**src/rtl/rx_data_sampler_if.sv**
```systemverilog
// Bundle between the UART receive FSM (master) and the oversampling data sampler (slave).
interface rx_data_sampler_if #(
    parameter int PRESC_WD   = 6,
    parameter int BIT_CNT_WD = 4
);
    logic                  RX_IN;
    logic [PRESC_WD-1:0]   Prescale;
    logic                  enable;
    logic                  dat_samp_en;
    logic [PRESC_WD-1:0]   edge_cnt;
    logic [BIT_CNT_WD-1:0] bit_cnt;
    logic                  sampled_bit;
    logic                  samp_valid;

    modport master (
        output RX_IN, Prescale, enable, dat_samp_en,
        input  edge_cnt, bit_cnt, sampled_bit, samp_valid
    );

    modport slave (
        input  RX_IN, Prescale, enable, dat_samp_en,
        output edge_cnt, bit_cnt, sampled_bit, samp_valid
    );
endinterface

```
**src/rtl/rx_data_sampler.sv**
```systemverilog
// UART RX oversampling stage: per-bit edge/bit counters and a three-sample majority
// vote centred on the bit midpoint.
module rx_data_sampler #(
    parameter int PRESC_WD   = 6,
    parameter int BIT_CNT_WD = 4
) (
    input  logic CLK,
    input  logic RST,
    rx_data_sampler_if.slave bus
);

    logic [PRESC_WD-1:0]   p_eff_q, p_eff_d;
    logic [PRESC_WD-1:0]   edge_q, edge_d;
    logic [BIT_CNT_WD-1:0] bit_q, bit_d;
    logic                  s0_q, s0_d;
    logic                  s1_q, s1_d;
    logic                  sb_q, sb_d;
    logic                  sv_q, sv_d;
    logic [PRESC_WD-1:0]   half;

    // Unsupported ratios fall back to 8 so the counters always have a sane period.
    function automatic logic [PRESC_WD-1:0] legal_presc(input logic [PRESC_WD-1:0] p);
        if (p == PRESC_WD'(8) || p == PRESC_WD'(16) || p == PRESC_WD'(32))
            return p;
        return PRESC_WD'(8);
    endfunction

    function automatic logic majority(input logic a, input logic b, input logic c);
        return (a & b) | (a & c) | (b & c);
    endfunction

    assign half = p_eff_q >> 1;

    always_comb begin
        p_eff_d = p_eff_q;
        edge_d  = edge_q;
        bit_d   = bit_q;
        s0_d    = s0_q;
        s1_d    = s1_q;
        sb_d    = sb_q;
        sv_d    = 1'b0;

        if (!bus.enable) begin
            p_eff_d = legal_presc(bus.Prescale);
            edge_d  = '0;
            bit_d   = '0;
        end else if (edge_q == p_eff_q - 1'b1) begin
            edge_d = '0;
            bit_d  = bit_q + 1'b1;
        end else begin
            edge_d = edge_q + 1'b1;
        end

        // Samples at M-1, M, M+1; the vote lands on the M+1 edge.
        if (bus.dat_samp_en) begin
            if (edge_q == half - 1'b1)
                s0_d = bus.RX_IN;
            if (edge_q == half)
                s1_d = bus.RX_IN;
            if (edge_q == half + 1'b1) begin
                sb_d = majority(s0_q, s1_q, bus.RX_IN);
                sv_d = 1'b1;
            end
        end
    end

    always_ff @(posedge CLK or negedge RST) begin
        if (!RST) begin
            p_eff_q <= PRESC_WD'(8);
            edge_q  <= '0;
            bit_q   <= '0;
            s0_q    <= 1'b1;
            s1_q    <= 1'b1;
            sb_q    <= 1'b1;
            sv_q    <= 1'b0;
        end else begin
            p_eff_q <= p_eff_d;
            edge_q  <= edge_d;
            bit_q   <= bit_d;
            s0_q    <= s0_d;
            s1_q    <= s1_d;
            sb_q    <= sb_d;
            sv_q    <= sv_d;
        end
    end

    assign bus.edge_cnt    = edge_q;
    assign bus.bit_cnt     = bit_q;
    assign bus.sampled_bit = sb_q;
    assign bus.samp_valid  = sv_q;

endmodule

```
**src/flat_wrapper.sv**
```systemverilog
// flat-port wrapper written by rule: the top's interface ports become plain ports
module rx_data_sampler_flat 
#(
    parameter int PRESC_WD   = 6,
    parameter int BIT_CNT_WD = 4
)
  (CLK, RST, bus_RX_IN, bus_Prescale, bus_enable, bus_dat_samp_en, bus_edge_cnt, bus_bit_cnt, bus_sampled_bit, bus_samp_valid);
  rx_data_sampler_if #(.PRESC_WD(PRESC_WD), .BIT_CNT_WD(BIT_CNT_WD)) bus_i ();
  input  logic CLK;
  input  logic RST;
  input wire logic [$bits(bus_i.RX_IN)-1:0] bus_RX_IN;
  input wire logic [$bits(bus_i.Prescale)-1:0] bus_Prescale;
  input wire logic [$bits(bus_i.enable)-1:0] bus_enable;
  input wire logic [$bits(bus_i.dat_samp_en)-1:0] bus_dat_samp_en;
  output wire logic [$bits(bus_i.edge_cnt)-1:0] bus_edge_cnt;
  output wire logic [$bits(bus_i.bit_cnt)-1:0] bus_bit_cnt;
  output wire logic [$bits(bus_i.sampled_bit)-1:0] bus_sampled_bit;
  output wire logic [$bits(bus_i.samp_valid)-1:0] bus_samp_valid;
  assign bus_i.RX_IN = bus_RX_IN;
  assign bus_i.Prescale = bus_Prescale;
  assign bus_i.enable = bus_enable;
  assign bus_i.dat_samp_en = bus_dat_samp_en;
  assign bus_edge_cnt = bus_i.edge_cnt;
  assign bus_bit_cnt = bus_i.bit_cnt;
  assign bus_sampled_bit = bus_i.sampled_bit;
  assign bus_samp_valid = bus_i.samp_valid;
  rx_data_sampler #(.PRESC_WD(PRESC_WD), .BIT_CNT_WD(BIT_CNT_WD)) u_core (.CLK(CLK), .RST(RST), .bus(bus_i));
endmodule
```
**config.mk**
```make
export PLATFORM = sky130hd
export DESIGN_NAME = rx_data_sampler_flat
export DESIGN_NICKNAME = d
export VERILOG_FILES = /design/src/rtl/rx_data_sampler_if.sv /design/src/rtl/rx_data_sampler.sv /design/src/flat_wrapper.sv
export SDC_FILE = /design/constraint.sdc
export NUM_CORES = 1
export LEC_CHECK = 0
export ABC_AREA = 1
export CORE_AREA = 2 2 55 57
export DETAILED_ROUTE_END_ITERATION = 7
export DIE_AREA = 0 0 57 59
export DONT_BUFFER_PORTS = 1
export PLACE_DENSITY = 0.84
export SYNTH_ARGS = -nofsm -noshare
export SYNTH_HDL_FRONTEND = slang
export SYNTH_SLANG_ARGS = --single-unit
```
**constraint.sdc**
```tcl
create_clock -name CLK -period 1.7 [get_ports CLK]
set_input_delay 0.34 -clock CLK [delete_from_list [all_inputs] [get_ports CLK]]
set_output_delay 0.34 -clock CLK [all_outputs]
set_load 0.03 [all_outputs]
```
==> impl_metrics.json, run 1 <==
{
  "synthFlopType": "dfrtp_1",
  "finalMaxSlewViolations": 0,
  "crit_start": "u_core.p_eff_q[0]",
  "cts_tree": "built",
  "dieArea_sq_mm": 0.00336,
  "drive_gt1_share_pct": 21.3,
  "clock_sinks": 20,
  "cts_buffer_depth": 2,
  "cp_slowest_stage_delay_ns": 0.39,
  "synthSimpleGateAreaFrac_pct": 40.0,
  "synth_compound_area_share_pct": 2.41,
  "grt_max_degree": 21,
  "synth_warnings": 0,
  "drt-total-wl_mm": 3.40,
  "path_clk_slew_ns": 0.11,
  "grt_usage_pct": 21.8,
  "root_buffer": "clkbuf_4",
  "grt_pass1_wl_mm": 5.78,
  "port_buffers": 0,
  "antenna_found_initial": 0,
  "crit_top_cell": "nor2_2",
  "design_area_sq_mm": 0.00170,
  "synthAdderAreaFrac_pct": 5.65,
  "synth_edf_count": 0,
  "r2r-end": "u_core.bus.edge_cnt[5]",
  "firstDrtPassIters": 4,
  "yosys-top-cells-count": "nand2_1 (75), inv_1 (29), nand3_1 (22)",
  "fin_crit_sh_pct": 95.7,
  "holdPathStages": 1,
  "status": "complete, no violations",
  "cts_buffers": 3,
  "drtIter0Drc": 51,
  "syn_inst": 220,
  "rsz0062_at_grt": "yes",
  "area.growth.synth_to_final_pct": 13.0,
  "synthArstFlopShare_pct": 100,
  "vias_per_cell": 5.28,
  "skew_ns": 0.00218,
  "die-height_um": 59,
  "seqCellArea_sq_um": 505,
  "worstRegToRegCells": 11,
  "synthMuxAreaShare_pct": 0,
  "cap_viol_max_count": 0,
  "leakagePower_nw": 0.906,
  "setup_violations": 0,
  "clock_latency_ns": 0.31,
  "pre_cts_ws_ns": 0.0302,
  "dp.cells": 254,
  "dp_hpwl_mm": 2.42,
  "vdd_ir_drop_max_uv": 525,
  "vias": 1378,
  "hold_path_class": "in -> reg",
  "worstPathArrival_ns": 1.83,
  "core_area_sq_mm": 0.00271,
  "fin_ws_ns": 0.0732,
  "syn-cell-area_sq_mm": 0.00151,
  "synthXorXnorAreaFrac_pct": 8.14,
  "slew_headroom_pct": 41.1,
  "required_ns": 1.91,
  "netlist-cell-type-count": 26,
  "post-route-util_pct": 62.8,
  "endpoint_kind": "flop",
  "endpoint": "u_core.bus.edge_cnt[5]",
  "worstPathCellList": "inv_2 > ha_4 > inv_2 > nand2_2 > nand2_2 > nor2_2 > nand2_1 > nor2_2 > nand3_4 > nand2_8 > nor2_2",
  "fillers": 237,
  "worstMarginPinSlew_ns": 0.881,
  "drtAntennaViolNets": 0,
  "io_pins": 23,
  "start_util_pct": 55.6,
  "tns_ns": 0,
  "synth_seq_cells": 20,
  "crit-reg2reg-launch": "u_core.p_eff_q[0]",
  "slowest_stage": "dfrtp_1",
  "diodes": 0,
  "synth_top_family_by_area": "simple AND/OR/NAND/NOR gates",
  "dieWidth_um": 57,
  "hold_viol": 0,
  "grt_pass1_vias": 1390,
  "grt_overflow_total": 0,
  "yosysTopAreaCell": "dfrtp_1",
  "routedWlPerCell_um": 13.0,
  "final_cells": 261,
  "r2r_slack_ns": 0.07,
  "gp_congestion": 0.856,
  "syn-num-nets": 237,
  "path_max_fanout": 6,
  "drcViolationCount": 0,
  "cp-start-kind": "flop",
  "finalNetCount": 248,
  "synthDominantCellAreaShare_pct": 26.6,
  "synth.avg_cell_area_sq_um": 6.85,
  "cts_htree_levels": 1,
  "critPathKind": "reg -> reg",
  "min_period_ns": 1.63,
  "place_area_sq_mm": 0.00159,
  "fmax_ghz": 0.615,
  "synth_area_leaders": "dfrtp_1 (27%), nand2_1 (19%), nand3_1 (7.3%)",
  "multiInputGateArea_sq_um": 901,
  "rows": 19,
  "yosysSeqAreaShare_pct": 33.6,
  "synth.most_common_cell": "nand2_1",
  "power.density_mw_per_mm2": 590
}
-- timing repair --
action | 4_1_cts | 5_1_grt
setup endpoints to repair | 1 | 11
buffers inserted | 1 | 1
hold buffers | 1 | 0
gates resized for setup | 0 | 16
endpoints found under the hold margin | 20 | 0
pin swaps | 0 | 8
-- per-stage QoR --
stage / hold WS (ns) / power (mW)
global placement: 0.0451 / 0.713
CTS: 0.0814 / 1.01
global route: 0.0888 / 1.06
detailed placement: 0.0451 / 0.717
finish: 0.0907 / 1.00
floorplan: 0.0444 / 0.689
-- flip-flops by register name (all words and copies together) (netlist names) --
| name | count |
|---|---|
| u_core.s1_q | 1 |
| u_core.p_eff_q | 6 |
| u_core.s0_q | 1 |
| u_core.bus.bit_cnt | 4 |
| u_core.bus.sampled_bit | 1 |
| u_core.bus.samp_valid | 1 |
| u_core.bus.edge_cnt | 6 |
-- layout by cell type, fill, tap and decap left out, types with 2 or more instances in the layout --
| cell type | netlist | layout |
|---|---|---|
| nand3_1 | 22 | 20 |
| nor2_2 | 7 | 8 |
| nand2_2 | 1 | 5 |
| nor2_1 | 15 | 13 |
| o21ai_0 | 2 | 2 |
| inv_1 | 29 | 26 |
| buf_4 | 0 | 12 |
| dfrtp_1 | 16 | 16 |
| a21oi_1 | 2 | 2 |
| nand3_2 | 0 | 2 |
| ha_1 | 6 | 4 |
| nor3_1 | 2 | 2 |
| nand2_1 | 75 | 71 |
| inv_2 | 3 | 6 |
| clkbuf_4 | 0 | 3 |
| xor2_1 | 9 | 9 |
| nand4_1 | 8 | 8 |
| dfstp_2 | 4 | 4 |
| xnor2_1 | 5 | 5 |
-- logic make-up (layout without fill, tap and decap cells) --
group / count (synthesis) / in the layout
and+or+nand+nor: 134 / 134
buffers and inverters: 39 / 49
DFF: 20 / 20
xor gates and xnor gates: 14 / 14
adders and majority gates: 7 / 7
AOI/OAI and AO/OA: 6 / 6
-- how the worst min path moves through the flow --
| stage | start | endpoint | slack, ns |
|---|---|---|---|
| 2_1_floorplan | RST | u_core.bus.bit_cnt[0] | 0.04 |
| 3_3_place_gp | RST | u_core.p_eff_q[4] | 0.05 |
| 3_5_place_dp | RST | u_core.p_eff_q[4] | 0.05 |
| 4_1_cts | bus_enable | u_core.p_eff_q[3] | 0.08 |
| 5_1_grt | bus_enable | u_core.p_eff_q[3] | 0.09 |
| 6_report | bus_enable | u_core.p_eff_q[3] | 0.09 |
-- area by class of cell --
type	instances	area share [%]
repair buffers	13	5.88
well taps	31	2.28
clock buffers	4	2.13
flip-flops and latches	20	29.7
inverters	32	7.06
multi-input cells	161	52.9
-- metal layers --
metal  vias to the layer above  GRT usage (%)  part of all wire [%]
li1                        700              -                     -
met1                       631           25.8                    43
met2                        38           39.2                    50
met3                         9           3.06                   4.1
met4                         0           9.97                   2.6
met5                         -              0                     0
-- critical path: cells and delay by family (launching register included) --
family	cells	cell delay, ns
DFF	1	0.39
adders and majority gates	1	0.27
buffers and inverters	2	0.10
and+or+nand+nor	8	0.76
-- power breakdown --
| part | total, mW | switching [mW] | internal [mW] |
|---|---|---|---|
| Clock | 0.279 | 0.148 | 0.131 |
| Sequential | 0.568 | 0.0416 | 0.526 |
| Combinational | 0.158 | 0.0955 | 0.0628 |
| Total | 1.00 | 0.285 | 0.720 |
(Power assumes the default switching activity.)
==> inputs of run 2 (changes only) <==
--- a/config.mk
+++ b/config.mk
@@ -6,11 +6,12 @@
 export NUM_CORES = 1
 export LEC_CHECK = 0
 export ABC_AREA = 1
-export CORE_AREA = 2 2 55 57
+export CORE_AREA = 2 2 69 71
 export DETAILED_ROUTE_END_ITERATION = 7
-export DIE_AREA = 0 0 57 59
+export DIE_AREA = 0 0 71 73
 export DONT_BUFFER_PORTS = 1
-export PLACE_DENSITY = 0.84
+export PLACE_DENSITY = 0.61
+export SETUP_SLACK_MARGIN = 0.15
 export SYNTH_ARGS = -nofsm -noshare
 export SYNTH_HDL_FRONTEND = slang
 export SYNTH_SLANG_ARGS = --single-unit
==> run 2 against run 1 <==
  * Largest power group unchanged
  * Critical path type unchanged
  * Non-clock buffer count is 7 higher
  * Clock skew up 0.0081 ns
  * Setup slack lost 0.024 ns
==> impl_metrics.json, run 2 (synthesis results as in run 1) <==
{
  "status": "complete, no violations",
  "vias": 1375,
  "path_clk_slew_ns": 0.08,
  "hold_viol": 0,
  "port_buffers": 0,
  "min_to": "u_core.p_eff_q[3]",
  "r2r_slack_ns": 0.05,
  "cp_slowest_stage_delay_ns": 0.41,
  "cts_buffer_depth": 2,
  "area.growth.synth_to_final_pct": 23.1,
  "cts_htree_levels": 1,
  "grt_usage_pct": 15.0,
  "drtIter0Drc": 99,
  "core_area_sq_mm": 0.00454,
  "cts_buffers": 3,
  "io_pins": 23,
  "die-height_um": 73,
  "clock_sinks": 20,
  "grt_pass1_vias": 1320,
  "skew_ns": 0.0103,
  "setup_violations": 0,
  "leakagePower_nw": 0.957,
  "slowest_stage": "dfrtp_1",
  "hold_path_class": "in -> reg",
  "rsz0062_at_grt": "yes",
  "fmax_ghz": 0.606,
  "grt_overflow_total": 0,
  "min_period_ns": 1.65,
  "hold_start": "bus_enable",
  "grt_pass1_wl_mm": 6.17,
  "grt_max_degree": 21,
  "routedWlPerCell_um": 12.6,
  "drt-total-wl_mm": 3.67,
  "cts_tree": "built",
  "worstPathArrival_ns": 1.80,
  "vias_per_cell": 4.73,
  "cap_viol_max_count": 0,
  "worstMarginPinSlew_ns": 0.935,
  "gp_congestion": 0.819,
  "busiest_layer": "met2",
  "pre_cts_ws_ns": 0.0222,
  "fin_crit_sh_pct": 97.1,
  "drcViolationCount": 0,
  "vdd_ir_drop_max_uv": 259,
  "crit-reg2reg-launch": "u_core.p_eff_q[1]",
  "crit_top_cell": "inv_2",
  "post-route-util_pct": 40.9,
  "use_met3_pct": 2.90,
  "r2r-end": "u_core.bus.edge_cnt[5]",
  "grtUsageMet1_pct": 19.3,
  "root_buffer": "clkbuf_8",
  "cp-start-kind": "flop",
  "drive_gt1_share_pct": 26.2,
  "grt_use_met2_pct": 25.5,
  "p_total_mw": 1.21,
  "finalMaxSlewViolations": 0,
  "firstDrtPassIters": 4,
  "layout_common_cells": "nand2_1 (71), inv_1 (24), nand3_1 (22), dfrtp_1 (15), buf_4 (14)",
  "clock_latency_ns": 0.26,
  "rows": 25,
  "start_util_pct": 33.2,
  "diodes": 0,
  "fillers": 480,
  "endpoint_kind": "flop",
  "critPathKind": "reg -> reg",
  "multiInputGateArea_sq_um": 906,
  "seqCellArea_sq_um": 507,
  "holdPathStages": 1,
  "slew_headroom_pct": 37.5,
  "layout_commonest_cell": "nand2_1",
  "power.density_mw_per_mm2": 653,
  "dp_hpwl_mm": 2.70,
  "worstPathCellList": "inv_2 > buf_6 > ha_4 > inv_2 > nor3_4 > nand3_1 > nand2_2 > nand3_4 > nand2_4 > nor2_2",
  "finalNetCount": 255,
  "drtAntennaViolNets": 0,
  "antenna_found_initial": 0,
  "path_max_fanout": 6,
  "dieArea_sq_mm": 0.00518,
  "required_ns": 1.85,
  "fin_ws_ns": 0.0487,
  "dieWidth_um": 71,
  "worstRegToRegCells": 10
}
==> run 2: cell types whose count changed in the layout (fill, tap and decap cells not counted), moves of 3 or more <==
cell,delta
nor2_1,-3
buf_6,+4
clkbuf_4,-3
nor2_2,+4
==> run 2: per-stage QoR <==
stage / hold WS [ns] / TNS (ns) / cells / cell area [sq um]
after global routing: 0.150 / -0.352 / 291 / 1850
final: 0.139 / 0 / 291 / 1850
after detailed placement: 0.0451 / 0 / 275 / 1640
after global placement: 0.0449 / 0 / 275 / 1640
after floorplan: 0.0444 / 0 / 220 / 1540
after CTS: 0.132 / 0 / 283 / 1740
==> run 2: routing by layer <==
layer	up-vias	wire length, um
met3	4	133
met5	-	0
met2	27	1830
met1	625	1680
met4	0	38
li1	719	-
==> run 2: power by group <==
part	total, mW	switching (mW)	leakage, nW	internal [mW]
logic	0.162	0.0983	0.660	0.0634
registers	0.567	0.0407	0.261	0.526
clock network	0.482	0.167	0.0357	0.315
==> run 2: worst max path at each step <==
stage | from | endpoint | slack, ns | cells past startpoint
2_1_floorplan | u_core.p_eff_q[1] | u_core.bus.edge_cnt[0] | 0.15 | 11
3_3_place_gp | u_core.p_eff_q[0] | u_core.bus.edge_cnt[2] | 0.06 | 11
3_5_place_dp | u_core.p_eff_q[0] | u_core.bus.edge_cnt[3] | 0.02 | 11
4_1_cts | u_core.p_eff_q[1] | u_core.bus.edge_cnt[3] | 0.09 | 11
5_1_grt | u_core.p_eff_q[1] | u_core.bus.edge_cnt[5] | -0.05 | 11
6_report | u_core.p_eff_q[1] | u_core.bus.edge_cnt[5] | 0.05 | 10
==> run 2: repair_timing <==
action | CTS | global route
hold buffers | 1 | 0
buffers inserted | 3 | 8
endpoints found under the setup margin | 10 | 14
gates resized for setup | 1 | 17
pin swaps | 3 | 11
hold endpoints to repair | 20 | 0
==> run 2: cell type report <==
class | instances | area share [%]
multi-input combinational | 161 | 48.9
sequential | 20 | 27.3
timing repair buffer | 20 | 9.72
inverter | 32 | 6.61
tap | 54 | 3.64
clock buffer | 3 | 2.23
clock inverter | 1 | 1.62
==> run 2: critical path, delay by kind of cell, from the launching register on <==
family | cells | cell delay, ns
buffers and inverters | 3 | 0.26
adder cells (fa/ha/maj) | 1 | 0.14
flip-flops | 1 | 0.41
AND/OR/NAND/NOR | 6 | 0.71
==> inputs of run 3 (changes only) <==
--- a/config.mk
+++ b/config.mk
@@ -6,11 +6,13 @@
 export NUM_CORES = 1
 export LEC_CHECK = 0
 export ABC_AREA = 1
+export CAP_MARGIN = 10
 export CORE_AREA = 2 2 69 71
+export CTS_CLUSTER_DIAMETER = 40
 export DETAILED_ROUTE_END_ITERATION = 7
 export DIE_AREA = 0 0 71 73
 export DONT_BUFFER_PORTS = 1
-export PLACE_DENSITY = 0.61
+export PLACE_DENSITY = 0.53
 export SETUP_SLACK_MARGIN = 0.15
 export SYNTH_ARGS = -nofsm -noshare
 export SYNTH_HDL_FRONTEND = slang
==> run 3 against run 2 <==
  * Sequential power hardly changed
  * Critical path type unchanged
  * Highest routed layer unchanged
  * Worst hold slack improved by 0.0091 ns
  * Combinational power up 7%
  * Fmax increased by 0.88%
==> impl_metrics.json, run 3 (synthesis results as in run 1) <==
{
  "path_max_fanout": 6,
  "power.density_mw_per_mm2": 602,
  "grt_pass1_vias": 1319,
  "cts_tree": "built",
  "routedWlPerCell_um": 12.6,
  "area.growth.synth_to_final_pct": 22.3,
  "crit_top_cell": "nand2_2",
  "cts_buffers": 3,
  "rsz0062_at_grt": "yes",
  "cap_viol_max_count": 0,
  "vdd_ir_drop_max_uv": 232,
  "grt_overflow_total": 0,
  "antenna_found_initial": 0,
  "gp_congestion": 0.843,
  "required_ns": 1.85,
  "grt_max_degree": 21,
  "critPathKind": "reg -> reg",
  "r2r_slack_ns": 0.06,
  "finalMaxSlewViolations": 0,
  "dp_hpwl_mm": 2.77,
  "cts_buffer_depth": 2,
  "core_area_sq_mm": 0.00454,
  "drt-total-wl_mm": 3.60,
  "layout_commonest_cell": "nand2_1",
  "fmax_ghz": 0.611,
  "worstPathCellList": "inv_4 > ha_4 > inv_2 > nand2_2 > nand2_2 > nor2_4 > nand2_2 > nor2_4 > nand3_4 > nand2_8 > nor2_2",
  "post-route-util_pct": 40.6,
  "drtAntennaViolNets": 0,
  "holdPathStages": 1,
  "io_pins": 23,
  "min_period_ns": 1.64,
  "worstPathArrival_ns": 1.79,
  "hold_path_class": "in -> reg",
  "fin_crit_sh_pct": 96.3,
  "slew_headroom_pct": 35.9,
  "drcViolationCount": 0,
  "leakagePower_nw": 0.925,
  "port_buffers": 0,
  "dp.cells": 276,
  "clock_sinks": 20,
  "worstMarginPinSlew_ns": 0.958,
  "die-height_um": 73,
  "slowest_stage": "dfrtp_1",
  "hold_viol": 0,
  "start_util_pct": 33.2,
  "dieArea_sq_mm": 0.00518,
  "worstRegToRegCells": 11,
  "final_cells": 285,
  "grt_pass1_wl_mm": 6.10,
  "vias_per_cell": 4.66,
  "path_clk_slew_ns": 0.08,
  "dieWidth_um": 71,
  "diodes": 0,
  "vias": 1327,
  "clock_latency_ns": 0.26,
  "layout_common_cells": "nand2_1 (67), inv_1 (25), nand3_1 (20), dfrtp_1 (15), buf_4 (13)",
  "drive_gt1_share_pct": 26.4,
  "cp-start-kind": "flop",
  "cp_slowest_stage_delay_ns": 0.40,
  "drtIter0Drc": 43,
  "grt_usage_pct": 15.2,
  "firstDrtPassIters": 4,
  "status": "complete, no violations",
  "skew_ns": 0.00471,
  "finalNetCount": 249,
  "root_buffer": "clkbuf_8",
  "rows": 25,
  "endpoint_kind": "flop",
  "setup_violations": 0,
  "cts_htree_levels": 1
}
-- run 3: metal layers --
| metal | GRT usage (%) | vias to the layer above | routed length (um) |
|---|---|---|---|
| met5 | 0 | - | 0 |
| met4 | 5.87 | 0 | 60 |
| li1 | - | 701 | - |
| met1 | 18.7 | 603 | 1640 |
| met3 | 2.76 | 6 | 83 |
| met2 | 26.5 | 17 | 1810 |
-- run 3: timing repair --
| action | CTS | global route |
|---|---|---|
| endpoints found under the setup margin | 10 | 13 |
| endpoints found under the hold margin | 20 | 0 |
| resized for setup | 4 | 25 |
| pin swaps | 6 | 12 |
| buffers inserted | 2 | 2 |
| hold buffers | 1 | 0 |
-- run 3: final cells by class --
type | instances | area [sq um]
timing repair buffer | 14 | 108
tap | 54 | 67.6
multi-input combinational | 161 | 980
clock buffer | 4 | 55.1
fill | 457 | 2690
inverter | 32 | 125
sequential | 20 | 507
-- run 3: critical path, delay by kind of cell, from the launching register on --
family        cells  cell delay [ns]
simple gates      8             0.74
fa+ha+maj         1             0.27
buf+inv           2             0.11
flops             1             0.40
-- run 3: through the flow --
step	hold WS [ns]	worst slack, ns	total power, mW	area [sq um]	setup TNS, ns
floorplan	0.0444	0.149	0.689	1540	0
global placement	0.0450	0.0759	0.719	1640	0
detailed placement	0.0452	0.0627	0.721	1640	0
CTS	0.144	0.0821	1.11	1730	0
global route	0.140	-0.0173	1.18	1840	-0.0605
finish	0.148	0.0631	1.11	1840	0
-- run 3: report_power, final --
group	switching [mW]	leakage, nW	internal (mW)	total [mW]
clock network	0.162	0.0288	0.206	0.369
registers	0.0403	0.261	0.526	0.566
logic	0.107	0.635	0.0661	0.173
total	0.310	0.925	0.798	1.11
-- run 3: path summary, 6_finish.rpt --
path | startpoint | to
setup / recovery | u_core.p_eff_q[1] | u_core.bus.edge_cnt[2]
hold / removal | bus_enable | u_core.p_eff_q[3]
setup reg to reg | u_core.p_eff_q[1] | u_core.bus.edge_cnt[2]
hold reg to reg | u_core.s0_q | u_core.s0_q
max in group asynchronous | RST | u_core.p_eff_q[2]
min in group asynchronous | RST | u_core.bus.bit_cnt[0]
